--- config.mk ---
export PLATFORM = sky130hd
export DESIGN_NAME = i2c_byte_receiver_flat
export DESIGN_NICKNAME = d
export VERILOG_FILES = /design/src/rtl/i2c_byte_receiver_pkg.sv /design/src/rtl/i2c_byte_receiver_if.sv /design/src/rtl/i2c_byte_receiver_line_sync.sv /design/src/rtl/i2c_byte_receiver.sv /design/src/flat_wrapper.sv
export SDC_FILE = /design/constraint.sdc
export NUM_CORES = 1
export LEC_CHECK = 0
export CAP_MARGIN = 40
export CORE_UTILIZATION = 25
export DETAILED_ROUTE_END_ITERATION = 6
export PLACE_DENSITY = 0.4
export SYNTH_ARGS = -nofsm -noshare
export SYNTH_HDL_FRONTEND = slang
export SYNTH_SLANG_ARGS = --single-unit
--- constraint.sdc ---
create_clock -name clk -period 4.6 [get_ports clk]
set_clock_uncertainty 0.05 [all_clocks]
set_input_delay 0.46 -clock clk [delete_from_list [all_inputs] [get_ports clk]]
set_output_delay 0.46 -clock clk [all_outputs]
set_load 0.1 [all_outputs]
--- src/rtl/i2c_byte_receiver_pkg.sv ---
// Shared definitions for the I2C byte receiver: FSM states, bus-level
// constants, default parameters and the address-match helper.
// Build option: I2C_GENERAL_CALL_EN also accepts the general-call
// address byte 8'h00 (write) alongside the configured slave address.
package i2c_byte_receiver_pkg;

    typedef enum logic [2:0] {
        IDLE,
        ADDR,
        ADDR_ACK,
        DATA,
        DATA_ACK,
        IGNORE
    } state_t;

    localparam logic [6:0] DEFAULT_SLAVE_ADDRESS = 7'h50;
    localparam int         DEFAULT_SYNC_STAGES   = 2;
    localparam logic [6:0] GENERAL_CALL_ADDRESS  = 7'h00;

    // R/W bit values as seen in bit 0 of the address byte
    localparam logic RW_WRITE = 1'b0;
    localparam logic RW_READ  = 1'b1;

    // sda_oe values: pulling SDA low is an ACK, releasing it is a NACK
    localparam logic SDA_ACK  = 1'b1;
    localparam logic SDA_NACK = 1'b0;

`ifdef I2C_GENERAL_CALL_EN
    localparam logic GENERAL_CALL_ENABLED = 1'b1;
`else
    localparam logic GENERAL_CALL_ENABLED = 1'b0;
`endif

    // True when the received address byte addresses this device
    function automatic logic addr_match(input logic [7:0] addr_byte,
                                        input logic [6:0] own_address);
        logic own_hit;
        logic gc_hit;
        own_hit = (addr_byte[7:1] == own_address);
        gc_hit  = GENERAL_CALL_ENABLED &&
                  (addr_byte == {GENERAL_CALL_ADDRESS, RW_WRITE});
        return own_hit | gc_hit;
    endfunction

endpackage

--- src/rtl/i2c_byte_receiver_if.sv ---
// Bus-side and user-side signals of the I2C byte receiver.
// The slave modport is the receiver's view; master is the environment's.
interface i2c_byte_receiver_if;
    logic       scl_in;
    logic       sda_in;
    logic       sda_oe;
    logic       rx_ack_en;
    logic [7:0] rx_data;
    logic       rx_valid;
    logic       rd_req;
    logic       start_det;
    logic       stop_det;
    logic       busy;

    modport slave (
        input  scl_in, sda_in, rx_ack_en,
        output sda_oe, rx_data, rx_valid, rd_req, start_det, stop_det, busy
    );

    modport master (
        output scl_in, sda_in, rx_ack_en,
        input  sda_oe, rx_data, rx_valid, rd_req, start_det, stop_det, busy
    );
endinterface

--- src/rtl/i2c_byte_receiver_line_sync.sv ---
// Synchronizer and edge detector for one open-drain I2C line.
// Flops preset to the idle-high level; edges are suppressed until the
// chain has been refilled from the pad after reset, so a line that is
// already low at reset release does not look like a falling edge.
module i2c_line_sync
    import i2c_byte_receiver_pkg::*;
#(
    parameter int SYNC_STAGES = DEFAULT_SYNC_STAGES
) (
    input  logic clk,
    input  logic reset,
    input  logic line_in,
    output logic level,
    output logic rise,
    output logic fall
);
    logic [SYNC_STAGES-1:0] sync_chain;
    logic                   history;
    logic [SYNC_STAGES:0]   primed;

    // Shift the pad through the synchronizer, keep one cycle of history
    always_ff @(posedge clk or negedge reset) begin
        if (!reset) begin
            sync_chain <= '1;
            history    <= 1'b1;
            primed     <= '0;
        end else begin
            sync_chain <= {sync_chain[SYNC_STAGES-2:0], line_in};
            history    <= sync_chain[SYNC_STAGES-1];
            primed     <= {primed[SYNC_STAGES-1:0], 1'b1};
        end
    end

    assign level = sync_chain[SYNC_STAGES-1];
    assign rise  = primed[SYNC_STAGES] &  level & ~history;
    assign fall  = primed[SYNC_STAGES] & ~level &  history;

endmodule

--- src/rtl/i2c_byte_receiver.sv ---
// I2C slave byte receiver: detects START/STOP, matches a 7-bit address,
// ACKs it, receives write data bytes MSB first and ACKs/NACKs each one
// according to rx_ack_en. Read addressing is flagged via rd_req only.
// Build option: I2C_GENERAL_CALL_EN (see i2c_byte_receiver_pkg).
module i2c_byte_receiver
    import i2c_byte_receiver_pkg::*;
#(
    parameter logic [6:0] SLAVE_ADDRESS = DEFAULT_SLAVE_ADDRESS,
    parameter int         SYNC_STAGES   = DEFAULT_SYNC_STAGES
) (
    input logic                clk,
    input logic                reset,
    i2c_byte_receiver_if.slave bus
);
    logic scl_level, scl_rise, scl_fall;
    logic sda_level, sda_rise, sda_fall;

    i2c_line_sync #(.SYNC_STAGES(SYNC_STAGES)) u_scl_sync (
        .clk     (clk),
        .reset   (reset),
        .line_in (bus.scl_in),
        .level   (scl_level),
        .rise    (scl_rise),
        .fall    (scl_fall)
    );

    i2c_line_sync #(.SYNC_STAGES(SYNC_STAGES)) u_sda_sync (
        .clk     (clk),
        .reset   (reset),
        .line_in (bus.sda_in),
        .level   (sda_level),
        .rise    (sda_rise),
        .fall    (sda_fall)
    );

    logic start_cond;
    logic stop_cond;
    assign start_cond = sda_fall & scl_level;
    assign stop_cond  = sda_rise & scl_level;

    state_t     state;
    logic [2:0] bit_cnt;
    logic [6:0] shift;
    logic       rw_bit;
    logic       ack_phase;   // first SCL fall of the ACK slot already seen
    logic       ack_keep;    // rx_ack_en captured alongside rx_valid
    logic       drive_ack;
    logic [7:0] data_reg;
    logic       valid_pulse;
    logic       read_pulse;
    logic       start_pulse;
    logic       stop_pulse;
    logic       busy_flag;

    // Byte as it would look with the bit being sampled right now
    logic [7:0] byte_in;
    assign byte_in = {shift, sda_level};

    // Protocol FSM; START/STOP take priority over every state
    always_ff @(posedge clk or negedge reset) begin
        if (!reset) begin
            state       <= IDLE;
            bit_cnt     <= '0;
            shift       <= '0;
            rw_bit      <= RW_WRITE;
            ack_phase   <= 1'b0;
            ack_keep    <= 1'b0;
            drive_ack   <= SDA_NACK;
            data_reg    <= '0;
            valid_pulse <= 1'b0;
            read_pulse  <= 1'b0;
            start_pulse <= 1'b0;
            stop_pulse  <= 1'b0;
            busy_flag   <= 1'b0;
        end else begin
            valid_pulse <= 1'b0;
            read_pulse  <= 1'b0;
            start_pulse <= 1'b0;
            stop_pulse  <= 1'b0;

            if (stop_cond) begin
                state      <= IDLE;
                bit_cnt    <= '0;
                ack_phase  <= 1'b0;
                drive_ack  <= SDA_NACK;
                busy_flag  <= 1'b0;
                stop_pulse <= 1'b1;
            end else if (start_cond) begin
                state       <= ADDR;
                bit_cnt     <= '0;
                ack_phase   <= 1'b0;
                drive_ack   <= SDA_NACK;
                start_pulse <= 1'b1;
            end else begin
                case (state)
                    IDLE: begin
                        drive_ack <= SDA_NACK;
                    end

                    ADDR: begin
                        if (scl_rise) begin
                            shift   <= byte_in[6:0];
                            bit_cnt <= bit_cnt + 3'd1;
                            if (bit_cnt == 3'd7) begin
                                if (addr_match(byte_in, SLAVE_ADDRESS)) begin
                                    state      <= ADDR_ACK;
                                    busy_flag  <= 1'b1;
                                    rw_bit     <= byte_in[0];
                                    read_pulse <= (byte_in[0] == RW_READ);
                                end else begin
                                    state     <= IGNORE;
                                    busy_flag <= 1'b0;
                                end
                            end
                        end
                    end

                    ADDR_ACK: begin
                        if (scl_fall) begin
                            if (!ack_phase) begin
                                ack_phase <= 1'b1;
                                drive_ack <= SDA_ACK;
                            end else begin
                                ack_phase <= 1'b0;
                                drive_ack <= SDA_NACK;
                                bit_cnt   <= '0;
                                state     <= (rw_bit == RW_READ) ? IGNORE : DATA;
                            end
                        end
                    end

                    DATA: begin
                        if (scl_rise) begin
                            shift   <= byte_in[6:0];
                            bit_cnt <= bit_cnt + 3'd1;
                            if (bit_cnt == 3'd7) begin
                                data_reg    <= byte_in;
                                valid_pulse <= 1'b1;
                                state       <= DATA_ACK;
                            end
                        end
                    end

                    DATA_ACK: begin
                        // The user answers in the same clk that rx_valid is seen
                        if (valid_pulse) begin
                            ack_keep <= bus.rx_ack_en;
                        end
                        if (scl_fall) begin
                            if (!ack_phase) begin
                                ack_phase <= 1'b1;
                                drive_ack <= ack_keep ? SDA_ACK : SDA_NACK;
                            end else begin
                                ack_phase <= 1'b0;
                                drive_ack <= SDA_NACK;
                                bit_cnt   <= '0;
                                state     <= ack_keep ? DATA : IGNORE;
                            end
                        end
                    end

                    IGNORE: begin
                        drive_ack <= SDA_NACK;
                    end

                    default: begin
                        state     <= IDLE;
                        drive_ack <= SDA_NACK;
                    end
                endcase
            end
        end
    end

    assign bus.sda_oe    = drive_ack;
    assign bus.rx_data   = data_reg;
    assign bus.rx_valid  = valid_pulse;
    assign bus.rd_req    = read_pulse;
    assign bus.start_det = start_pulse;
    assign bus.stop_det  = stop_pulse;
    assign bus.busy      = busy_flag;

endmodule
--- src/flat_wrapper.sv ---
// flat-port wrapper written by rule: the top's interface ports become plain ports
module i2c_byte_receiver_flat import i2c_byte_receiver_pkg::*;
#(
    parameter logic [6:0] SLAVE_ADDRESS = DEFAULT_SLAVE_ADDRESS,
    parameter int         SYNC_STAGES   = DEFAULT_SYNC_STAGES
)
  (clk, reset, bus_scl_in, bus_sda_in, bus_rx_ack_en, bus_sda_oe, bus_rx_data, bus_rx_valid, bus_rd_req, bus_start_det, bus_stop_det, bus_busy);
  i2c_byte_receiver_if bus_i ();
  input logic clk;
  input logic reset;
  input wire logic [$bits(bus_i.scl_in)-1:0] bus_scl_in;
  input wire logic [$bits(bus_i.sda_in)-1:0] bus_sda_in;
  input wire logic [$bits(bus_i.rx_ack_en)-1:0] bus_rx_ack_en;
  output wire logic [$bits(bus_i.sda_oe)-1:0] bus_sda_oe;
  output wire logic [$bits(bus_i.rx_data)-1:0] bus_rx_data;
  output wire logic [$bits(bus_i.rx_valid)-1:0] bus_rx_valid;
  output wire logic [$bits(bus_i.rd_req)-1:0] bus_rd_req;
  output wire logic [$bits(bus_i.start_det)-1:0] bus_start_det;
  output wire logic [$bits(bus_i.stop_det)-1:0] bus_stop_det;
  output wire logic [$bits(bus_i.busy)-1:0] bus_busy;
  assign bus_i.scl_in = bus_scl_in;
  assign bus_i.sda_in = bus_sda_in;
  assign bus_i.rx_ack_en = bus_rx_ack_en;
  assign bus_sda_oe = bus_i.sda_oe;
  assign bus_rx_data = bus_i.rx_data;
  assign bus_rx_valid = bus_i.rx_valid;
  assign bus_rd_req = bus_i.rd_req;
  assign bus_start_det = bus_i.start_det;
  assign bus_stop_det = bus_i.stop_det;
  assign bus_busy = bus_i.busy;
  i2c_byte_receiver #(.SLAVE_ADDRESS(SLAVE_ADDRESS), .SYNC_STAGES(SYNC_STAGES)) u_core (.clk(clk), .reset(reset), .bus(bus_i));
endmodule
==> flow_summary.yaml, run 1 <==
outcome:
  status: "complete, no violations"
global_route:
  grt_usage: 0.1031
  grt_pass1_vias: 1226
  grt_pass1_wl_microns: 5830
  grt_max_degree: 28
  grt-ovfl-total: 0
  antenna_found_initial: 0
route:
  first_pass_iters: 2
  drc_errors: 0
  wl_per_cell_microns: 13.22
  dr_total_vias: 1121
  initialDrtViolationCount: 39
  wl_microns: 3200
  vias_per_cell: 4.632
  postRouteAntennaNets: 0
timing:
  setup_viol: 0
  slew_viol_final: 0
  rsz0062_at_grt: "false"
  maxSlewHeadroom: 0.4389
  hold_viol: 0
  worstMarginPinSlew_ps: 840.0
  fin_crit_sh: 0.5070
  tns_ps: 0
  fin_hold_ws_ps: 11.13
  min_period_ps: 2332
  fmax_mhz: 428.8
place:
  dp_hpwl_microns: 2278
  place_area_sq_mm: 0.002200
  gp_congestion: 0.7286
  port_buffers: 18
clocking:
  clockRootBuffer: "clkbuf_8"
  clk_latency_ps: 290
  post_cts_buffers: 0
  cts_hold_buf: 0
  clkSinkCount: 39
  clkSlewWorstSetupHoldPaths_ps: 70
  h-tree-depth: 2
  cts_tree: "built"
  numCtsBuffers: 5
  cts_buffer_depth: 2
  cts_resized: 0
die:
  core_area_sq_mm: 0.006495
  die-width_microns: 85.02
  die_area_sq_mm: 0.007228
  rows: 29
  initial_utilization: 0.2653
  die_y_microns: 85.02
  io_pins: 19
finish:
  antenna-diode-count: 0
  syn2layout_area_growth_pct: 32.32
  final_cell_mix: "dfrtp_1, mux2_1, clkdlybuf4s50_1"
  layout_commonest_cell: "dfrtp_1"
  drive_above_1_share: 0.2364
  final_util: 0.3510
  nets: 171
  final_area_sq_mm: 0.002280
synth:
  postSynthCellCount: 128
  syn_area_sq_mm: 0.001723
  yosysUniqueCellTypes: 44
  ys_ff_latch: 39
  yosys_warnings: 0
  avgSynthCellArea_sq_um: 13.46
  syn_nets: 135
  yosysSeqAreaShare: 0.5708
setup_path:
  endpoint_kind: "register"
  path_class: "reg -> reg"
  critPathMaxFanout: 15
  critPathRequiredTime_ps: 4720
  critPathLaunchType: "register"
  worstPathArrival_ps: 2450
hold_path:
  hold_class: "in -> async"
pwr:
  power.density_mw_per_mm2: 332.7
  power_leakage_nw: 1.056
  peakVddDrop_mv: 0.1198
run:
  drv_cap: 0
## worst paths after layout
path	from	endpoint	slack, ps	cells past startpoint
worst min register to register	u_core.u_scl_sync.primed[0]	u_core.u_scl_sync.primed[1]	300	0
worst min-delay path	reset	u_core.bus.stop_det	10	1
worst max register to register	u_core.state[2]	u_core.shift[6]	2270	4
min in group clk	u_core.u_scl_sync.primed[0]	u_core.u_scl_sync.primed[1]	300	0
worst max-delay path	u_core.state[2]	u_core.shift[6]	2270	4
max in group asynchronous	reset	u_core.u_scl_sync.sync_chain[1]	3960	2
## worst max-delay path, cell delays in order (launching register included)
cell	delay, ps
dfrtp_1	560
nand2b_1	300
nor3_1	200
nor2b_1	710
mux2_1	390
## state kept, by name, summed over array words and instances (netlist names)
register / cells
u_core.bus.rx_data: 8
u_core.shift: 7
u_core.bit_cnt: 3
u_core.state: 3
u_core.u_scl_sync.primed: 3
u_core.u_scl_sync.sync_chain: 2
u_core.u_sda_sync.sync_chain: 2
u_core.ack_keep: 1
u_core.ack_phase: 1
u_core.bus.busy: 1
u_core.bus.rd_req: 1
u_core.bus.rx_valid: 1
u_core.bus.sda_oe: 1
u_core.bus.start_det: 1
u_core.bus.stop_det: 1
u_core.rw_bit: 1
u_core.u_scl_sync.history: 1
u_core.u_sda_sync.history: 1
## cells in the mapped netlist (all sizes together)
| library cell | n | share of area |
|---|---|---|
| nor4b | 2 | 0.010 |
| xnor2 | 2 | 0.010 |
| nand3b | 2 | 0.016 |
| or2 | 1 | 0.0036 |
| a311oi | 1 | 0.0051 |
| o32a | 1 | 0.0065 |
| o22ai | 1 | 0.0036 |
| nand4b | 1 | 0.0051 |
| o21ai | 3 | 0.0087 |
| nand4 | 1 | 0.0036 |
| nor4 | 1 | 0.012 |
| dfrtp | 33 | 0.48 |
| buf | 3 | 0.012 |
| nor2b | 2 | 0.0073 |
| nor3 | 10 | 0.036 |
| ha | 2 | 0.015 |
| nor2 | 6 | 0.013 |
| dfstp | 6 | 0.092 |
| clkbuf | 1 | 0.0022 |
| or4b | 1 | 0.0080 |
| a31oi | 1 | 0.0036 |
| mux2 | 19 | 0.12 |
| o2bb2ai | 2 | 0.010 |
| a22o | 2 | 0.010 |
| inv | 5 | 0.011 |
| conb | 1 | 0.0022 |
| nand2b | 3 | 0.012 |
| a21o | 2 | 0.0087 |
| a21boi | 1 | 0.0044 |
| nor3b | 2 | 0.012 |
| o21bai | 1 | 0.0044 |
| a21oi | 2 | 0.012 |
| nand2 | 4 | 0.0087 |
| a2111oi | 1 | 0.016 |
| nor4bb | 1 | 0.0058 |
| mux2i | 1 | 0.0058 |
## cell families (layout without fill, tap and decap cells)
logic type               count (synthesis)  in the layout  synth area share
XOR/XNOR                                 2              2           0.01017
AND/OR/NAND/NOR                         37             37            0.1532
buffers and inverters                    9             46           0.02541
adder cells (fa/ha/maj)                  2              2           0.01452
other                                    1              1          0.002177
AO/OA/AOI/OAI                           18             18           0.09369
multiplexers                            20             20            0.1300
flip-flops                              39             39            0.5708
## per-layer routing
| metal | GRT usage | share of wire | up-vias |
|---|---|---|---|
| met5 | 0 | 0 | - |
| met2 | 0.1606 | 0.47 | 17 |
| met3 | 0.03307 | 0.038 | 7 |
| met4 | 0.04314 | 0.018 | 0 |
| met1 | 0.1321 | 0.47 | 567 |
| li1 | - | - | 530 |
## where the power goes
part	switching, W	total, W	internal, W	leakage (nW)
Clock	0.000113	0.000220	0.000108	0.0395
Combinational	0.0000824	0.000142	0.0000593	0.504
Sequential	0.0000277	0.000397	0.000369	0.513
Total	0.000223	0.000758	0.000536	1.06
## final cells by class
cell class | instances | area, sq um
fillers | 626 | 4215
inverters | 5 | 18.77
multi-input cells | 80 | 695.7
repair buffers | 33 | 405.4
flip-flops and latches | 39 | 983.4
well taps | 77 | 96.34
clock buffers | 8 | 80.08
## metrics by stage
stage | total power [W] | setup WS (ps) | std cells
floorplan | 0.0004990 | 2677 | 128
global placement | 0.0005274 | 2316 | 219
detailed placement | 0.0005454 | 2267 | 234
CTS | 0.0007744 | 2227 | 242
global route | 0.0008041 | 2036 | 242
finish | 0.0007585 | 2268 | 242
Power figures use the tool's default switching activity.
==> run 2, diff against run 1 <==
Settings changed: PLACE_DENSITY 0.4 to 0.41.
Clock period 4.6 ns to 2 ns, I/O delays scaled along.
==> run 2 against run 1 <==
Against the previous run:
- setup slack lost 2200 ps
- maximum frequency grew 21%
- non-clock buffer count shrank 2
- register-to-register slack worse by 2200 ps
- design area shrank 7.0%
- largest power group unchanged
- critical path depth up 3
- combinational power up 150%
- sequential power is 120% higher
- wire length rose by 5.6%
- highest routed layer unchanged
- first-iteration DRC count grew 51%
- clock power up 140%
==> flow_summary.yaml, run 2 (synthesized netlist as in run 1, its figures left out) <==
setup_path:
  reg2reg_to: "u_core.bus.busy"
  rr_startpoint: "u_core.bit_cnt[0]"
  worstPathArrival_ps: 2070
  reg2reg_slack_ps: 70
  critPathRequiredTime_ps: 2140
  path_class: "reg -> reg"
  critPathMaxFanout: 2
  reg2regPathDepth: 7
  endpoint_kind: "register"
  critPathLaunchType: "register"
die:
  initial_utilization: 0.2653
  die_y_microns: 85.02
  die_area_sq_mm: 0.007228
  rows: 29
  io_pins: 19
  core_area_sq_mm: 0.006495
  die-width_microns: 85.02
finish:
  drive_above_1_share: 0.3190
  nets: 169
  largest_register_ffs: 8
  antenna-diode-count: 0
  final.fill_count: 667
  syn2layout_area_growth_pct: 23.02
  layout_commonest_cell: "dfrtp_1"
  final_cell_mix: "dfrtp_1, buf_4, mux2_1"
route:
  wl_per_cell_microns: 14.08
  postRouteAntennaNets: 0
  wl_microns: 3378
  first_pass_iters: 4
  dr_total_vias: 1096
  drc_errors: 0
  vias_per_cell: 4.567
  initialDrtViolationCount: 59
global_route:
  grt_pass1_wl_microns: 5961
  grt_usage: 0.1073
  grt-ovfl-total: 0
  grt_pass1_vias: 1179
  grt_max_degree: 40
  antenna_found_initial: 0
clocking:
  clkSlewWorstSetupHoldPaths_ps: 80
  clkSinkCount: 39
  cts_tree: "built"
  cts_buffer_depth: 2
  clk_latency_ps: 290
  h-tree-depth: 2
  clockRootBuffer: "clkbuf_8"
  numCtsBuffers: 5
place:
  port_buffers: 18
  gp_congestion: 0.7115
  dp_hpwl_microns: 2288
  place_ws_ps: 17.83
hold_path:
  hold_class: "in -> reg"
  min_from: "bus_sda_in"
  whs_path_depth: 1
  min_to: "u_core.u_sda_sync.sync_chain[0]"
timing:
  setup_viol: 0
  slew_viol_final: 0
  hold_viol: 0
  timing.final.ws_setup_ps: 68.61
  tns_ps: 0
  rsz0062_at_grt: "false"
  fin_crit_sh: 0.9657
  min_period_ps: 1931
  fmax_mhz: 517.8
outcome:
  status: "complete, no violations"
run:
  drv_cap: 0
pwr:
  power_leakage_nw: 1.039
  power.density_mw_per_mm2: 829.7
  peakVddDrop_mv: 0.3035
-- run 2: changes by cell type in the layout (fill, tap and decap cells not counted) --
cell,change
mux2_4,+1
clkdlybuf4s50_1,-14
clkbuf_1,-1
dlygate4sd3_1,+1
mux2_1,-1
clkinv_2,+1
buf_8,-14
buf_12,-1
buf_4,+26
-- run 2: through the flow --
stage / power [W] / instances / utilization / instance area [sq um] / hold WS [ps]
6_report: 0.001759 / 240 / 0.3263 / 2120 / 254.0
5_1_grt: 0.001866 / 240 / 0.3263 / 2120 / 253.5
4_1_cts: 0.001778 / 236 / 0.3211 / 2086 / 247.7
3_5_place_dp: 0.001245 / 227 / 0.3071 / 1994 / 241.6
3_3_place_gp: 0.001233 / 227 / 0.3071 / 1994 / 229.0
2_1_floorplan: 0.001148 / 128 / - / 1723 / -145.6
-- run 2: layer usage --
layer / part of all wire / global-route usage
met1: 0.49 / 0.1415
met2: 0.45 / 0.1642
met3: 0.039 / 0.02821
met4: 0.019 / 0.05085
met5: 0 / 0
-- run 2: area by class of cell --
type	instances	area, sq um	share of cell area
Clock buffer	7	76.32	0.03601
Clock inverter	1	5.005	0.002361
Inverter	5	18.77	0.008855
Multi-Input combinational cell	80	699.4	0.3300
Sequential cell	39	983.4	0.4640
Tap cell	77	96.34	0.04545
Timing Repair Buffer	31	240.2	0.1133
-- run 2: timing repair --
item	4_1_cts	5_1_grt
hold buffers	1	0
buffers inserted	0	4
setup endpoints to repair	0	9
resized for setup	0	1
endpoints found under the hold margin	33	0
-- run 2: where the power goes --
part	internal (W)	switching, W
clock network	0.000245	0.000275
logic	0.000130	0.000219
registers	0.000848	0.0000413
total	0.00122	0.000535
-- run 2: worst max path at each step --
stage / start / end / depth (start not counted)
3_3_place_gp: u_core.bit_cnt[0] / u_core.rw_bit / 6
5_1_grt: u_core.bit_cnt[0] / u_core.rw_bit / 6
6_report: u_core.bit_cnt[0] / u_core.bus.busy / 7
4_1_cts: u_core.bit_cnt[0] / u_core.bus.rx_data[6] / 6
3_5_place_dp: u_core.bit_cnt[0] / u_core.bus.rx_data[6] / 6
2_1_floorplan: u_core.u_scl_sync.sync_chain[1] / u_core.rw_bit / 4
-- run 2: worst max-delay path, stage by stage (launching register included) --
cell     delay [ps]
dfrtp_1         360
ha_1            150
ha_1            130
inv_1            80
or4b_4          570
buf_4           160
a21o_1          170
a21o_1          170
